### src/rtl/vc_random_stream_gen.sv
// Bounded, seedable pseudo-random value stream on a val/rdy interface.
// Emits a counted burst of folded xorshift values, rejecting candidates outside the limit.
module vc_random_stream_gen #(
    parameter int unsigned p_out_nbits   = 8,
    parameter logic [31:0] p_seed        = 32'hdeadbeef,
    parameter int unsigned p_count_nbits = 16
) (
    input  logic                     clk,
    input  logic                     reset_n,

    input  logic                     seed_val,
    output logic                     seed_rdy,
    input  logic [31:0]              seed_data,

    input  logic                     start_val,
    output logic                     start_rdy,
    input  logic [p_count_nbits-1:0] start_count,
    input  logic [p_out_nbits-1:0]   start_limit,

    input  logic                     abort,

    output logic                     out_val,
    input  logic                     out_rdy,
    output logic [p_out_nbits-1:0]   out_msg,

    output logic                     busy,
    output logic                     done
);

    localparam int unsigned c_nslices  = (32 + p_out_nbits - 1) / p_out_nbits;
    localparam int unsigned c_pad_bits = c_nslices * p_out_nbits;

    localparam logic [0:0] STATE_IDLE = 1'b0;
    localparam logic [0:0] STATE_GEN  = 1'b1;

    logic [0:0]               state_q;
    logic [31:0]              s_q;
    logic [p_count_nbits-1:0] remaining_q;
    logic [p_out_nbits-1:0]   limit_q;
    logic                     done_q;

    logic [31:0]              t;
    logic [31:0]              s_next;
    logic [c_pad_bits-1:0]    s_pad;
    logic [p_out_nbits-1:0]   raw;
    logic [p_out_nbits-1:0]   lim_m1;
    logic [p_out_nbits-1:0]   mask;
    logic [p_out_nbits-1:0]   cand;
    logic                     accept;

    always_comb begin
        t      = s_q ^ (s_q >> 17);
        s_next = t ^ (t << 15);
    end

    // Fold: XOR of N-bit slices, the top slice zero-extended via the padded copy.
    always_comb begin
        s_pad        = '0;
        s_pad[31:0]  = s_q;
        raw          = '0;
        for (int unsigned k = 0; k < c_nslices; k++) begin
            raw = raw ^ s_pad[k*p_out_nbits +: p_out_nbits];
        end
    end

    // Smearing limit-1 rightwards gives the smallest all-ones mask covering it.
    always_comb begin
        lim_m1 = limit_q - p_out_nbits'(1);
        mask   = '0;
        for (int unsigned i = 0; i < p_out_nbits; i++) begin
            mask = mask | (lim_m1 >> i);
        end
        cand   = (limit_q == '0) ? raw : (raw & mask);
        accept = (limit_q == '0) || (cand < limit_q);
    end

    always_ff @(posedge clk) begin
        if (!reset_n) begin
            state_q     <= STATE_IDLE;
            s_q         <= p_seed;
            remaining_q <= '0;
            limit_q     <= '0;
            done_q      <= 1'b0;
        end else begin
            done_q <= 1'b0;
            if (state_q == STATE_IDLE) begin
                if (seed_val) begin
                    s_q <= (seed_data == '0) ? p_seed : seed_data;
                end
                if (start_val) begin
                    remaining_q <= start_count;
                    limit_q     <= start_limit;
                    if (start_count == '0) begin
                        done_q <= 1'b1;
                    end else begin
                        state_q <= STATE_GEN;
                    end
                end
            end else begin
                if (abort) begin
                    state_q <= STATE_IDLE;
                    done_q  <= 1'b1;
                end else if (!accept) begin
                    s_q <= s_next;
                end else if (out_rdy) begin
                    s_q         <= s_next;
                    remaining_q <= remaining_q - p_count_nbits'(1);
                    if (remaining_q == p_count_nbits'(1)) begin
                        state_q <= STATE_IDLE;
                        done_q  <= 1'b1;
                    end
                end
            end
        end
    end

    always_comb begin
        seed_rdy  = (state_q == STATE_IDLE);
        start_rdy = (state_q == STATE_IDLE);
        busy      = reset_n && (state_q == STATE_GEN);
        out_val   = reset_n && (state_q == STATE_GEN) && accept;
        out_msg   = cand;
        done      = reset_n && done_q;
    end

endmodule

### config.mk
export PLATFORM = sky130hd
export DESIGN_NAME = vc_random_stream_gen
export DESIGN_NICKNAME = d
export VERILOG_FILES = /design/src/rtl/vc_random_stream_gen.sv
export SDC_FILE = /design/constraint.sdc
export NUM_CORES = 1
export LEC_CHECK = 0
export BUFFER_PORTS_ARGS = -buffer_cell sky130_fd_sc_hd__buf_4
export CORE_MARGIN = 2
export CORE_UTILIZATION = 60
export DETAILED_ROUTE_END_ITERATION = 10
export HOLD_SLACK_MARGIN = 0.12
export PLACE_DENSITY_LB_ADDON = 0.05
export SYNTH_ARGS = -nofsm -noshare
export SYNTH_HDL_FRONTEND = slang
export SYNTH_SLANG_ARGS = --single-unit
### constraint.sdc
create_clock -name clk -period 8.4 [get_ports clk]
set_input_delay 0.42 -clock clk [delete_from_list [all_inputs] [get_ports clk]]
set_output_delay 0.42 -clock clk [all_outputs]
set_load 0.01 [all_outputs]
# == Word level (Yosys, flattened, before mapping) ==
# Cells that the tools add are included.
# totals
reg_bits,58
input_bits,62
# classes
bitwise_logic,14
n_addsub,2
muxes,26
magnitude_cmp,1
eq_ne,5
n_reduce_logical,12
# op_table
operator,count
two-way mux 32 bit,6
two-way mux 16 bit,5
logical NOT 32 bit,1
XOR 32 x 15 -> 32 bit,1
XOR 32 bit,1
XOR 8 bit,3
== test 16 x 1 -> 1 bit (second input constant),1
logical NOT 16 bit,1
subtractor 16 x 1 -> 16 bit (second input constant),1
two-way mux 1 bit,14
bitwise AND 8 bit,1
logical NOT 8 bit,1
less-than comparator 8 bit,1
two-way mux 8 bit,1
OR 8 x 1 -> 8 bit,1
OR 8 x 2 -> 8 bit,1
OR 8 x 3 -> 8 bit,1
OR 8 x 4 -> 8 bit,1
OR 8 x 5 -> 8 bit,1
OR 8 x 6 -> 8 bit,1
OR 8 x 7 -> 8 bit,1
subtractor 8 x 1 -> 8 bit (second input constant),1
!= test 2 bit (second input constant),2
AND reduction 4 bit,1
8 further kinds,11

# == Longest topological paths before layout ==
# Gate-level depths: netlist (run 1).
# depth
ltp_word,15
mapped_depth,18
mapped_depth_nobuf,15

# == Least setup slack after synthesis (run 1) ==
# Ideal clock, no wire load.
# synth_path
kind,reg2reg
startpoint,register limit_q[0]
endpoint,register remaining_q[13]
arrival_ns,3.701
stages_incl_launch_ff,18
path_buffers,2
synth_period_minus_slack_ns,3.822
setup_ns,0.122
path_slack_ns,4.578
cell_sequence,dfxtp_1 buf_2 inv_1 ha_1 o21bai_1 a31o_1 a22oi_1 and3_1 a21oi_1 ha_1 a21oi_1 a21oi_1 o21a_1 a2111oi_4 nand2b_1 buf_6 mux2_1 o311a_1
# synth_via
elab_chain_cells,14
elab_cells_between_ends,15
# synth_rtl
item,line_no,rtl
from (decl),39,logic [p_out_nbits-1:0] limit_q;
from (signal assigned),92,limit_q <= start_limit;
subtractor 8 x 1 -> 8 bit,68,lim_m1 = limit_q - p_out_nbits'(1);
OR 8 x 7 -> 8 bit,71,mask = mask | (lim_m1 >> i);
OR 8 x 6 -> 8 bit,71,
OR 8 x 5 -> 8 bit,71,
OR 8 x 4 -> 8 bit,71,
OR 8 x 3 -> 8 bit,71,
OR 8 x 2 -> 8 bit,71,
OR 8 x 1 -> 8 bit,71,
bitwise AND 8 bit,73,cand = (limit_q == '0) ? raw : (raw & mask);
two-way mux 8 bit *,73,
net out_msg[3],24,"output logic [p_out_nbits-1:0] out_msg,"
less-than comparator 8 bit *,74,accept = (limit_q == '0) || (cand < limit_q);
logical OR 1 bit *,74,
!= test 2 x 1 -> 1 bit (no line) *,--,
AND reduction 4 bit (no line) *,--,
to (signal assigned),91,remaining_q <= start_count;
to (signal assigned),107,remaining_q <= remaining_q - p_count_nbits'(1);
to (decl),38,logic [p_count_nbits-1:0] remaining_q;
# The timed path passes the listed nets; every way through them passes the cells marked *.
# A chain may end at the register's enable or synchronous reset.

# == Worst setup path after layout (run 1) ==
# layout_path
startpoint,register limit_q[0]
endpoint,register remaining_q[13]
# layout_via
elab_chain_cells,14
elab_cells_between_ends,15
# layout_rtl
item,line_no
subtractor 8 x 1 -> 8 bit,68
OR 8 x 7 -> 8 bit,71
OR 8 x 6 -> 8 bit,71
OR 8 x 5 -> 8 bit,71
OR 8 x 4 -> 8 bit,71
OR 8 x 3 -> 8 bit,71
OR 8 x 2 -> 8 bit,71
OR 8 x 1 -> 8 bit,71
bitwise AND 8 bit,73
two-way mux 8 bit,73
less-than comparator 8 bit,74
logical OR 1 bit *,74
!= test 2 x 1 -> 1 bit (no line) *,--
AND reduction 4 bit (no line) *,--
# Every way passes the cells marked *; elsewhere a longest branch is shown, timed or not.

==> PnR_summary.wiki, run 1 <==
{| class="wikitable"
! Metric !! Value
|-
| Run status || complete, no violations
|-
| Critical path fanouts, max || 16
|-
| Vias in the first global route || 3992
|-
| Least setup slack across all paths after layout || 3.73 ns
|-
| Number of sinks handled by clock tree synthesis || 58
|-
| Proportion of layout cells with a drive suffix above 1 || 17.1%
|-
| Maximum vdd ir drop || 109 uV
|-
| Initial core utilization || 62.0%
|-
| Post-synth top cells || nand2_1, dfxtp_1, nor2_1, xnor2_1, clkbuf_1
|-
| Worst-Skew Late Latency || 0.36 ns
|-
| Yosys top cell by area || dfxtp_1
|-
| Setup repair after global routing missed its margin || no
|-
| Largest net degree at the start of global routing || 71
|-
| Drt first-iter violations || 297
|-
| Maximum buffer depth of the clock tree || 2
|-
| Number of synthesized flops with an enable pin || 0
|-
| Mean cell area of the mapped netlist || 7.58 sq um
|-
| Startpoint of the worst register-to-register path || limit_q[0]$_SDFFE_PN0P_
|-
| Average via count per standard cell || 6.36
|-
| Routed Wire Length || 11.8 mm
|-
| Hold endpoint || limit_q[3]$_SDFFE_PN0P_
|-
| Instance count along the most critical hold path || 3
|-
| Part of the cycle the worst path needs || 55.6%
|-
| Die H || 87.6 um
|-
| Final hold vios || 0
|-
| Number of nets with antenna violations after routing || 0
|-
| Maximum capacitance violations || 0
|-
| Overall Global Routing Usage || 32.0%
|-
| Most instantiated library cell after synthesis || nand2_1
|-
| Master cell of the clock root buffer || clkbuf_8
|-
| Slew HR || 29.2%
|-
| Startpoint of the worst hold path || start_limit[3]
|-
| Per-cell routed wire length || 17.2 um
|-
| Endpoint type of the worst setup path || register
|-
| Kind of cell adding the most delay to the critical path || compound AO/OA/AOI/OAI gates
|-
| Std-Cell Core Area || 6760 sq um
|-
| Critical-path cell list || inv_1 -> ha_1 -> o21bai_1 -> a31o_1 -> a22oi_1 -> and2_1 -> nor2_1 -> ha_1 -> a21oi_1 -> o21ai_0 -> o21a_1 -> a2111oi_4 -> nand2b_1 -> mux2_1 -> o311a_1
|-
| Yosys top cell area share || 27.7%
|-
| Top-level port count || 75
|-
| Layout area overhead || 16.5%
|-
| Type of the worst min-delay path || primary input to register
|-
| Number of DRC violations after detailed routing || 0
|-
| Post-route cell area || 4880 sq um
|-
| Worst-case register-to-register setup slack || 3.73 ns
|-
| Post CTS Setup Buffer Count || 0
|-
| Count of input and output buffers || 74
|-
| Standby leakage power || 1.87 nW
|-
| Worst R2R End || remaining_q[13]$_SDFFE_PN0P_
|-
| Max Clock Freq || 214 MHz
|-
| Die outline width || 87.6 um
|-
| Count of final setup violators || 0
|-
| Arrival time reported for the critical path endpoint || 4.92 ns
|-
| DR pass1 iterations || 5
|-
| Final core utilization || 72.3%
|-
| Deepest level of the CTS H-tree || 3
|-
| Biggest cell delay along the critical path || 0.62 ns
|-
| Die outline area || 7670 sq um
|-
| Crit path max-delay cell type || nand2b_1
|-
| Post-route non-filler standard cell count || 687
|-
| Cell types occupying the most area after synthesis || dfxtp_1, xnor2_1, nand2_1
|-
| Warnings from Yosys || 0
|-
| Distinct cells, synth || 61
|-
| Count of standard-cell rows || 30
|-
| Synthesized Nets || 627
|-
| Count of cells along the worst register-to-register path || 15
|-
| Cts hold-fix bufs || 0
|-
| Final total negative setup slack || 0 ns
|-
| Global route total overflow || 0
|-
| Total power divided by cell area || 206 nW/um^2
|-
| Primary FF master, synth || dfxtp_1
|-
| Post-layout net count || 676
|-
| Worst hold slack || 0.325 ns
|-
| Antenna fix cells || 0
|-
| TritonCTS buffer count || 9
|-
| Cell count after placement || 671
|-
| Placed Area || 4700 sq um
|-
| Clock tree from TritonCTS || done
|-
| Most common cell on crit path || ha_1
|-
| Register area share after synthesis || 27.7%
|-
| Worst-Margin Slew || 1.05 ns
|-
| DP Worst Slack || 3.80 ns
|-
| Async set-reset flop share out of synthesis || 0%
|-
| Clk_skew || 0.0102 ns
|-
| Critical path class || register to register
|-
| Clock transition at the register clock pins on the worst setup and hold paths after CTS || 0.08 ns
|-
| Count of vias placed by the detailed router || 4369
|-
| Crit path buffers/inverters || 1
|-
| Hpwl dp || 8.40 mm
|-
| Number of cells produced by synthesis || 553
|-
| Critical path startpoint category || register
|-
| Flops & latches, synth || 58
|-
| Synth Cell Area || 4190 sq um
|-
| Number of max-slew violations in the final report || 0
|-
| Post-route minimum period || 4.67 ns
|-
| Number of cells upsized or downsized after cts || 0
|-
| Data required time of the critical path || 8.65 ns
|-
| Global-route wire length before repair || 19.4 mm
|-
| Number of antenna violations at the first check in global routing || 0
|-
| Placer congestion estimate || 0.905
|-
| Final Total Pwr || 1.01 mW
|}
[power breakdown]
group          leakage (nW)  switching, mW  internal [mW]
combinational          1.31          0.223          0.186
clock                0.0818          0.128          0.116
sequential            0.479         0.0474          0.304
total                  1.87          0.399          0.607
[logic make-up after synthesis]
group           after synthesis  share of synthesized area [%]
fa+ha+maj                    12                           3.58
simple gates                202                           23.3
buf+inv                      54                           5.50
xor+xnor                     53                           11.1
mux                           4                           1.02
compound gates              170                           27.8
flops                        58                           27.7
[layout make-up]
| cell class | count | area [sq um] |
|---|---|---|
| Multi-Input combinational cell | 441 | 2800 |
| Inverter | 14 | 52.6 |
| Clock inverter | 5 | 40.0 |
| Timing Repair Buffer | 78 | 586 |
| Sequential cell | 58 | 1160 |
| Tap cell | 80 | 100 |
| Fill cell | 578 | 1870 |
| Clock buffer | 11 | 141 |
[tightest hold or removal path, cell delays in order]
cell      delay [ns]
buf_4           0.11
nand2_1         0.04
a21boi_0        0.06
[registers in the layout, indices dropped and copies added, names as in the netlist]
| signal | count |
|---|---|
| done_q | 1 |
| limit_q | 8 |
| remaining_q | 16 |
| s_pad | 32 |
| state_q | 1 |
[metal layers]
| metal | wire [um] | global-route usage, % | vias up |
|---|---|---|---|
| li1 | - | - | 2112 |
| met4 | 203 | 9.79 | 0 |
| met1 | 5060 | 44.1 | 2024 |
| met3 | 1080 | 7.26 | 21 |
| met2 | 5440 | 50.0 | 212 |
| met5 | 0 | 0 | - |
[layout by cell type (no fill, tap or decap), types with 10 or more instances in the layout]
master / Yosys / layout
buf_4: 1 / 78
nand2_1: 61 / 61
dfxtp_1: 58 / 58
nor2_1: 55 / 55
xnor2_1: 52 / 52
a21oi_1: 28 / 28
a31oi_1: 21 / 21
o22ai_1: 17 / 17
nand2b_1: 16 / 16
o21ai_0: 15 / 15
nand3_1: 15 / 15
nor4_1: 15 / 15
inv_1: 13 / 13
o21ai_1: 13 / 13
o211ai_1: 13 / 13
ha_1: 12 / 12
nor3_1: 11 / 11
a21boi_0: 10 / 10
clkbuf_8: 0 / 10
[worst max path at each step]
stage	slack, ns	cells past startpoint	endpoint	from
floorplan	4.58	17	remaining_q[13]$_SDFFE_PN0P_	limit_q[0]$_SDFFE_PN0P_
global placement	4.03	15	remaining_q[13]$_SDFFE_PN0P_	limit_q[0]$_SDFFE_PN0P_
detailed placement	3.80	15	remaining_q[13]$_SDFFE_PN0P_	limit_q[0]$_SDFFE_PN0P_
CTS	3.80	15	remaining_q[13]$_SDFFE_PN0P_	limit_q[0]$_SDFFE_PN0P_
global route	3.34	15	remaining_q[13]$_SDFFE_PN0P_	limit_q[0]$_SDFFE_PN0P_
finish	3.73	15	remaining_q[13]$_SDFFE_PN0P_	limit_q[0]$_SDFFE_PN0P_
Note: power is estimated with default switching activity, not from simulation.
==> inputs of run 2 (changes only) <==
--- a/config.mk
+++ b/config.mk
@@ -7,7 +7,7 @@
 export LEC_CHECK = 0
 export BUFFER_PORTS_ARGS = -buffer_cell sky130_fd_sc_hd__buf_4
 export CORE_MARGIN = 2
-export CORE_UTILIZATION = 60
+export CORE_UTILIZATION = 57
 export DETAILED_ROUTE_END_ITERATION = 10
 export HOLD_SLACK_MARGIN = 0.12
 export PLACE_DENSITY_LB_ADDON = 0.05
==> constraint.sdc (replaced) <==
create_clock -name clk -period 4.7 [get_ports clk]
set_input_delay 0.235 -clock clk [delete_from_list [all_inputs] [get_ports clk]]
set_output_delay 0.235 -clock clk [all_outputs]
set_load 0.01 [all_outputs]
==> PnR_summary.wiki, run 2 (synthesized netlist as in run 1, its figures left out) <==
{| class="wikitable"
! Metric !! Value
|-
| DR pass1 iterations || 5 (unchanged)
|-
| Std-Cell Core Area || 7180 sq um (+6.2%)
|-
| Hold endpoint || limit_q[6]$_SDFFE_PN0P_
|-
| Hpwl dp || 8.53 mm (+1.6%)
|-
| Count of final setup violators || 0 (unchanged)
|-
| Post-route cell area || 4970 sq um (+1.8%)
|-
| Startpoint of the worst hold path || start_limit[6]
|-
| Cts hold-fix bufs || 0 (unchanged)
|-
| Die outline area || 8050 sq um (+5.0%)
|-
| Die outline width || 89.7 um (+2.5%)
|-
| Run status || complete, no violations
|-
| Average via count per standard cell || 6.23 (-2.1%)
|-
| Critical-path cell list || inv_1 -> ha_1 -> o21bai_1 -> a31o_1 -> a22oi_1 -> and2_1 -> nor2_1 -> ha_1 -> nand4_1 -> o211ai_1 -> a21oi_1 -> nor4_1 -> nand2_1 -> a221oi_1 -> o22ai_1
|-
| Count of standard-cell rows || 31 (+3.3%)
|-
| Switching fraction of total power || 36.3% (-3.3 points)
|-
| Number of DRC violations after detailed routing || 0 (unchanged)
|-
| Most common cell on crit path || ha_1
|-
| Critical path fanouts, max || 12 (-4)
|-
| Post-route minimum period || 4.25 ns (-0.420 ns)
|-
| Post CTS Setup Buffer Count || 0 (unchanged)
|-
| Master cell of the clock root buffer || clkbuf_8
|-
| Per-cell routed wire length || 16.9 um (-1.6%)
|-
| Top-level port count || 75 (unchanged)
|-
| Antenna fix cells || 0 (unchanged)
|-
| Maximum buffer depth of the clock tree || 2 (unchanged)
|-
| Standby leakage power || 1.91 nW (+2.3%)
|-
| Cell count after placement || 691 (+3.0%)
|-
| Largest net degree at the start of global routing || 71 (unchanged)
|-
| Deepest level of the CTS H-tree || 3 (unchanged)
|-
| Final hold vios || 0 (unchanged)
|-
| Count of cells along the worst register-to-register path || 15 (unchanged)
|-
| Biggest cell delay along the critical path || 0.58 ns (-0.04 ns)
|-
| Clock tree from TritonCTS || done
|-
| Routed Wire Length || 11.9 mm (+1.2%)
|-
| Die H || 89.7 um (+2.5%)
|-
| Sw Pwr || 695 uW (+74%)
|-
| Number of max-slew violations in the final report || 0 (unchanged)
|-
| Clock transition at the register clock pins on the worst setup and hold paths after CTS || 0.07 ns (about the same)
|-
| Maximum vdd ir drop || 278 uV (+160%)
|-
| Placer congestion estimate || 0.904 (-0.19%)
|-
| Initial core utilization || 58.4% (-3.6 points)
|-
| Vias in the first global route || 4107 (+2.9%)
|-
| Most frequent standard cell in the layout excluding fill and tap cells || buf_4
|-
| Placed Area || 4730 sq um (+0.67%)
|-
| Proportion of layout cells with a drive suffix above 1 || 17.4% (+0.30 points)
|-
| Part of the cycle the worst path needs || 90.4% (+35 points)
|-
| Global-route wire length before repair || 19.8 mm (+2.3%)
|-
| Share of power burned in registers || 32.8% (-2.2 points)
|-
| Type of the worst min-delay path || primary input to register
|-
| Post-route non-filler standard cell count || 707 (+2.9%)
|-
| Drt first-iter violations || 386 (+30%)
|-
| Arrival time reported for the critical path endpoint || 4.47 ns (-0.45 ns)
|-
| Slew HR || 27.4% (-1.9 points)
|-
| Layout area overhead || 18.6%
|-
| DP Worst Slack || 0.513 ns (-3.29 ns)
|-
| Max reg flops || 32 (unchanged)
|-
| Number of sinks handled by clock tree synthesis || 58 (unchanged)
|-
| Worst-Skew Late Latency || 0.34 ns (-0.02 ns)
|-
| Overall Global Routing Usage || 29.8% (-2.2 points)
|-
| Count of input and output buffers || 74 (unchanged)
|-
| Comb power frac || 38.5% (-2.2 points)
|-
| Setup repair after global routing missed its margin || no
|-
| Crit path max-delay cell type || dfxtp_1
|-
| Internal power || 1.22 mW (+100%)
|-
| Most frequent cells in the layout || buf_4, nand2_1, dfxtp_1
|-
| Final Total Pwr || 1.91 mW (+90%)
|-
| Least setup slack across all paths after layout || 0.450 ns (-3.28 ns)
|-
| Clk pwr share || 28.8% (+4.5 points)
|-
| Number of cells upsized or downsized after cts || 0 (unchanged)
|-
| Critical path startpoint category || register
|-
| Worst-Margin Slew || 1.08 ns (+0.0277 ns)
|-
| TritonCTS buffer count || 9 (unchanged)
|-
| Worst-case register-to-register setup slack || 0.45 ns (-3.28 ns)
|-
| Number of antenna violations at the first check in global routing || 0 (unchanged)
|-
| Critical path class || register to register
|-
| Maximum capacitance violations || 0 (unchanged)
|-
| Worst R2R End || s_pad[24]$_SDFFE_PN0P_
|-
| Count of vias placed by the detailed router || 4403 (+0.78%)
|-
| Number of nets with antenna violations after routing || 0 (unchanged)
|-
| Final total negative setup slack || 0 ns (unchanged)
|-
| Data required time of the critical path || 4.92 ns (-3.73 ns)
|-
| Endpoint type of the worst setup path || register
|-
| Instance count along the most critical hold path || 3 (unchanged)
|-
| Max Clock Freq || 235 MHz (+9.9%)
|-
| Post-layout net count || 677 (+0.15%)
|-
| Total power divided by cell area || 385 nW/um^2 (+87%)
|-
| Clk_skew || 0.00910 ns (-0.00108 ns)
|-
| Startpoint of the worst register-to-register path || limit_q[0]$_SDFFE_PN0P_
|-
| Global route total overflow || 0 (unchanged)
|}
-- run 2: cell count changes in the layout (fill, tap and decap cells not counted) --
cell and delta:
clkbuf_8 +2, buf_4 +1, bufinv_16 +2, clkinv_2 +1, clkinvlp_4 -2, clkbuf_1 -1, clkinv_4 -2
-- run 2: final cells by class --
cell class                      count  area [sq um]
Sequential cell                    58          1160
Clock buffer                       12           165
Multi-Input combinational cell    441          2800
Timing Repair Buffer               79           593
Inverter                           14          52.6
Clock inverter                      4          72.6
Fill cell                         637          2210
Tap cell                           99           124
-- run 2: per-layer routing --
layer / up-vias / share of wire, % / track usage (%)
met4: 0 / 1.4 / 9.10
met2: 176 / 46 / 46.4
met1: 2099 / 45 / 41.9
met3: 18 / 7.6 / 5.95
met5: - / 0 / 0
li1: 2110 / - / -
-- run 2: metrics by stage --
step                      util (%)  hold WS (ns)
after floorplan                  -         0.379
after global placement        65.9         0.466
after detailed placement      65.9         0.481
after CTS                     69.3         0.143
after global routing          69.3         0.159
final                         69.3         0.152
-- run 2: how the worst max path moves through the flow --
| stage | start | end | slack (ns) | cells past startpoint |
|---|---|---|---|---|
| 2_1_floorplan | limit_q[0]$_SDFFE_PN0P_ | remaining_q[13]$_SDFFE_PN0P_ | 0.88 | 17 |
| 3_3_place_gp | limit_q[0]$_SDFFE_PN0P_ | remaining_q[13]$_SDFFE_PN0P_ | 0.63 | 15 |
| 3_5_place_dp | limit_q[0]$_SDFFE_PN0P_ | s_pad[22]$_SDFFE_PN0P_ | 0.51 | 15 |
| 4_1_cts | limit_q[0]$_SDFFE_PN0P_ | s_pad[22]$_SDFFE_PN0P_ | 0.51 | 15 |
| 5_1_grt | limit_q[0]$_SDFFE_PN0P_ | s_pad[20]$_SDFFE_PN0P_ | 0.06 | 15 |
| 6_report | limit_q[0]$_SDFFE_PN0P_ | s_pad[24]$_SDFFE_PN0P_ | 0.45 | 15 |
-- run 2: worst max-delay path: cells and delay by family (launching register included) --
family / cells / cell delay, ns
AOI/OAI and AO/OA: 7 / 1.45
and+or+nand+nor: 5 / 1.43
adders and majority gates: 2 / 0.55
buffers and inverters: 1 / 0.12
DFF: 1 / 0.58
-- run 2: power by group through the flow --
| stage | clock, mW | sequential [mW] | combinational, mW |
|---|---|---|---|
| floorplan | 0 | 0.597 | 0.541 |
| global placement | 0 | 0.633 | 0.713 |
| detailed placement | 0 | 0.635 | 0.725 |
| CTS | 0.557 | 0.624 | 0.728 |
| global route | 0.577 | 0.635 | 0.813 |
| finish | 0.550 | 0.627 | 0.736 |
==> inputs of run 3 (changes only) <==
--- a/config.mk
+++ b/config.mk
@@ -7,10 +7,11 @@
 export LEC_CHECK = 0
 export BUFFER_PORTS_ARGS = -buffer_cell sky130_fd_sc_hd__buf_4
 export CORE_MARGIN = 2
-export CORE_UTILIZATION = 57
+export CORE_UTILIZATION = 50
 export DETAILED_ROUTE_END_ITERATION = 10
 export HOLD_SLACK_MARGIN = 0.12
 export PLACE_DENSITY_LB_ADDON = 0.05
+export RECOVER_POWER = 50
 export SYNTH_ARGS = -nofsm -noshare
 export SYNTH_HDL_FRONTEND = slang
 export SYNTH_SLANG_ARGS = --single-unit
==> PnR_summary.wiki, run 3 (synthesized netlist as in run 1, its figures left out) <==
{| class="wikitable"
! Metric !! Value
|-
| Run status || finished, violations left
|-
| Failing checks || max-capacitance violations, max-slew violations
|-
| Arrival time reported for the critical path endpoint || 4.43 ns (-0.04 ns)
|-
| Clk_skew || 0.0139 ns (+0.00482 ns)
|-
| Count of input and output buffers || 74 (unchanged)
|-
| Top-level port count || 75 (unchanged)
|-
| Clock transition at the register clock pins on the worst setup and hold paths after CTS || 0.08 ns (about the same)
|-
| Internal power || 1.24 mW (+1.4%)
|-
| Type of the worst min-delay path || primary input to register
|-
| Vias in the first global route || 3987 (-2.9%)
|-
| Max reg flops || 32 (unchanged)
|-
| Number of max-slew violations in the final report || 71 (+71)
|-
| Comb power frac || 36.5% (-2.0 points)
|-
| TritonCTS buffer count || 9 (unchanged)
|-
| Global route total overflow || 0 (unchanged)
|-
| Max Clock Freq || 238 MHz (+1.0%)
|-
| Global-route wire length before repair || 19.5 mm (-1.5%)
|-
| Critical-path cell list || inv_1 -> ha_1 -> o21bai_1 -> a31o_1 -> a22oi_1 -> and2_1 -> nor2_1 -> ha_1 -> nand4_1 -> a2111oi_1 -> a2111oi_4 -> nand2b_1 -> mux2_1 -> o311a_1
|-
| Post-layout net count || 678 (+0.15%)
|-
| Most frequent cells in the layout || buf_4, nand2_1, dfxtp_1
|-
| Master cell of the clock root buffer || clkbuf_8
|-
| Most common cell on crit path || ha_1
|-
| Post-route minimum period || 4.21 ns (-0.0432 ns)
|-
| Initial core utilization || 51.2% (-7.1 points)
|-
| Number of DRC violations after detailed routing || 0 (unchanged)
|-
| Antenna fix cells || 0 (unchanged)
|-
| Layout area overhead || 18.2%
|-
| Number of sinks handled by clock tree synthesis || 58 (unchanged)
|-
| Count of vias placed by the detailed router || 4315 (-2.0%)
|-
| DR pass1 iterations || 5 (unchanged)
|-
| Critical path class || register to register
|-
| Die H || 95.5 um (+6.5%)
|-
| Most frequent standard cell in the layout excluding fill and tap cells || buf_4
|-
| Crit path max-delay cell type || a2111oi_1
|-
| Worst hold slack || 0.145 ns (-0.00748 ns)
|-
| Maximum buffer depth of the clock tree || 2 (unchanged)
|-
| Sw Pwr || 700 uW (+0.78%)
|-
| Worst-Margin Slew || 2.87 ns (+1.79 ns)
|-
| Count of final setup violators || 0 (unchanged)
|-
| Share of power burned in registers || 32.6% (-0.2 points)
|-
| Total power divided by cell area || 391 nW/um^2 (+1.6%)
|-
| Final Total Pwr || 1.94 mW (+1.2%)
|-
| Final core utilization || 60.5% (-8.7 points)
|-
| Overall Global Routing Usage || 27.3% (-2.5 points)
|-
| Cts hold-fix bufs || 0 (unchanged)
|-
| Data required time of the critical path || 4.92 ns (about the same)
|-
| Critical path fanouts, max || 12 (unchanged)
|-
| Hpwl dp || 8.70 mm (+2.0%)
|-
| Per-cell routed wire length || 17.0 um (+0.98%)
|-
| Fill count || 759 (+19%)
|-
| Clk pwr share || 30.9% (+2.1 points)
|-
| Post CTS Setup Buffer Count || 0 (unchanged)
|-
| Switching fraction of total power || 36.2% (-0.14 points)
|-
| Setup repair after global routing missed its margin || no
|-
| Slew HR || -91.3% (-120 points)
|-
| Final hold vios || 0 (unchanged)
|-
| Average via count per standard cell || 6.04 (-3.0%)
|-
| Drt first-iter violations || 333 (-14%)
|-
| Endpoint type of the worst setup path || register
|-
| Maximum capacitance violations || 1 (+1)
|-
| Number of nets with antenna violations after routing || 0 (unchanged)
|-
| Final total negative setup slack || 0 ns (unchanged)
|-
| Number of antenna violations at the first check in global routing || 0 (unchanged)
|-
| Std-Cell Core Area || 8180 sq um (+14%)
|-
| Largest net degree at the start of global routing || 71 (unchanged)
|-
| Critical path startpoint category || register
|-
| Die outline width || 95.5 um (+6.5%)
|-
| Count of standard-cell rows || 33 (+6.5%)
|-
| Maximum vdd ir drop || 213 uV (-23%)
|-
| Area occupied by multi-input gates || 2790 sq um (-0.31%)
|-
| Clock tree from TritonCTS || done
|-
| Number of cells upsized or downsized after cts || 0 (unchanged)
|-
| Flip-flop and latch area || 1160 sq um (unchanged)
|-
| Proportion of layout cells with a drive suffix above 1 || 15.4% (-2.0 points)
|-
| Biggest cell delay along the critical path || 0.69 ns (+0.11 ns)
|-
| Standby leakage power || 1.88 nW (-1.3%)
|-
| Routed Wire Length || 12.2 mm (+2.0%)
|-
| Worst-Skew Late Latency || 0.35 ns (about the same)
|-
| Deepest level of the CTS H-tree || 3 (unchanged)
|-
| Placer congestion estimate || 0.907 (+0.35%)
|-
| Part of the cycle the worst path needs || 89.5% (-0.92 points)
|-
| Die outline area || 9130 sq um (+13%)
|}
run 3: area by class of cell:
| type | instances | share of cell area [%] |
|---|---|---|
| multi-input combinational | 441 | 56.4 |
| sequential | 58 | 23.5 |
| timing repair buffer | 80 | 11.3 |
| clock buffer | 11 | 3.06 |
| tap | 105 | 2.65 |
| clock inverter | 5 | 2.02 |
| inverter | 14 | 1.06 |
run 3: worst paths after layout:
kind	from	to	slack, ns	cells past startpoint
setup / recovery	limit_q[0]$_SDFFE_PN0P_	remaining_q[13]$_SDFFE_PN0P_	0.49	14
hold / removal	start_limit[2]	limit_q[2]$_SDFFE_PN0P_	0.14	3
setup reg to reg	limit_q[0]$_SDFFE_PN0P_	remaining_q[13]$_SDFFE_PN0P_	0.49	14
hold reg to reg	remaining_q[3]$_SDFFE_PN0P_	remaining_q[3]$_SDFFE_PN0P_	0.48	2
run 3: layer usage:
| metal | vias to the layer above | part of all wire [%] | global-route usage (%) |
|---|---|---|---|
| li1 | 2109 | - | - |
| met4 | 0 | 1.4 | 8.33 |
| met3 | 16 | 6.1 | 3.48 |
| met2 | 158 | 46 | 42.5 |
| met5 | - | 0 | 0 |
| met1 | 2032 | 47 | 39.1 |
run 3: power groups by stage:
| stage | Clock, mW | Sequential (mW) | Combinational, mW |
|---|---|---|---|
| after detailed placement | 0 | 0.639 | 0.722 |
| after global routing | 0.625 | 0.639 | 0.785 |
| after floorplan | 0 | 0.597 | 0.541 |
| after CTS | 0.602 | 0.629 | 0.725 |
| final | 0.598 | 0.631 | 0.706 |
| after global placement | 0 | 0.637 | 0.714 |
run 3: stage by stage:
stage          cell area, sq um  setup WS [ns]  std cells
2_1_floorplan              4190          0.878        553
3_3_place_gp               4750          0.753        698
3_5_place_dp               4750          0.609        698
4_1_cts                    5000          0.575        714
5_1_grt                    4950         0.0577        714
6_report                   4950          0.494        714
run 3: critical path, delay by kind of cell, from the launching register on:
kind / cells / cell delay [ns]
AO/OA/AOI/OAI: 6 / 1.67
adder cells (fa/ha/maj): 2 / 0.53
buffers and inverters: 1 / 0.12
flip-flops: 1 / 0.55
multiplexers: 1 / 0.39
AND/OR/NAND/NOR: 4 / 0.79
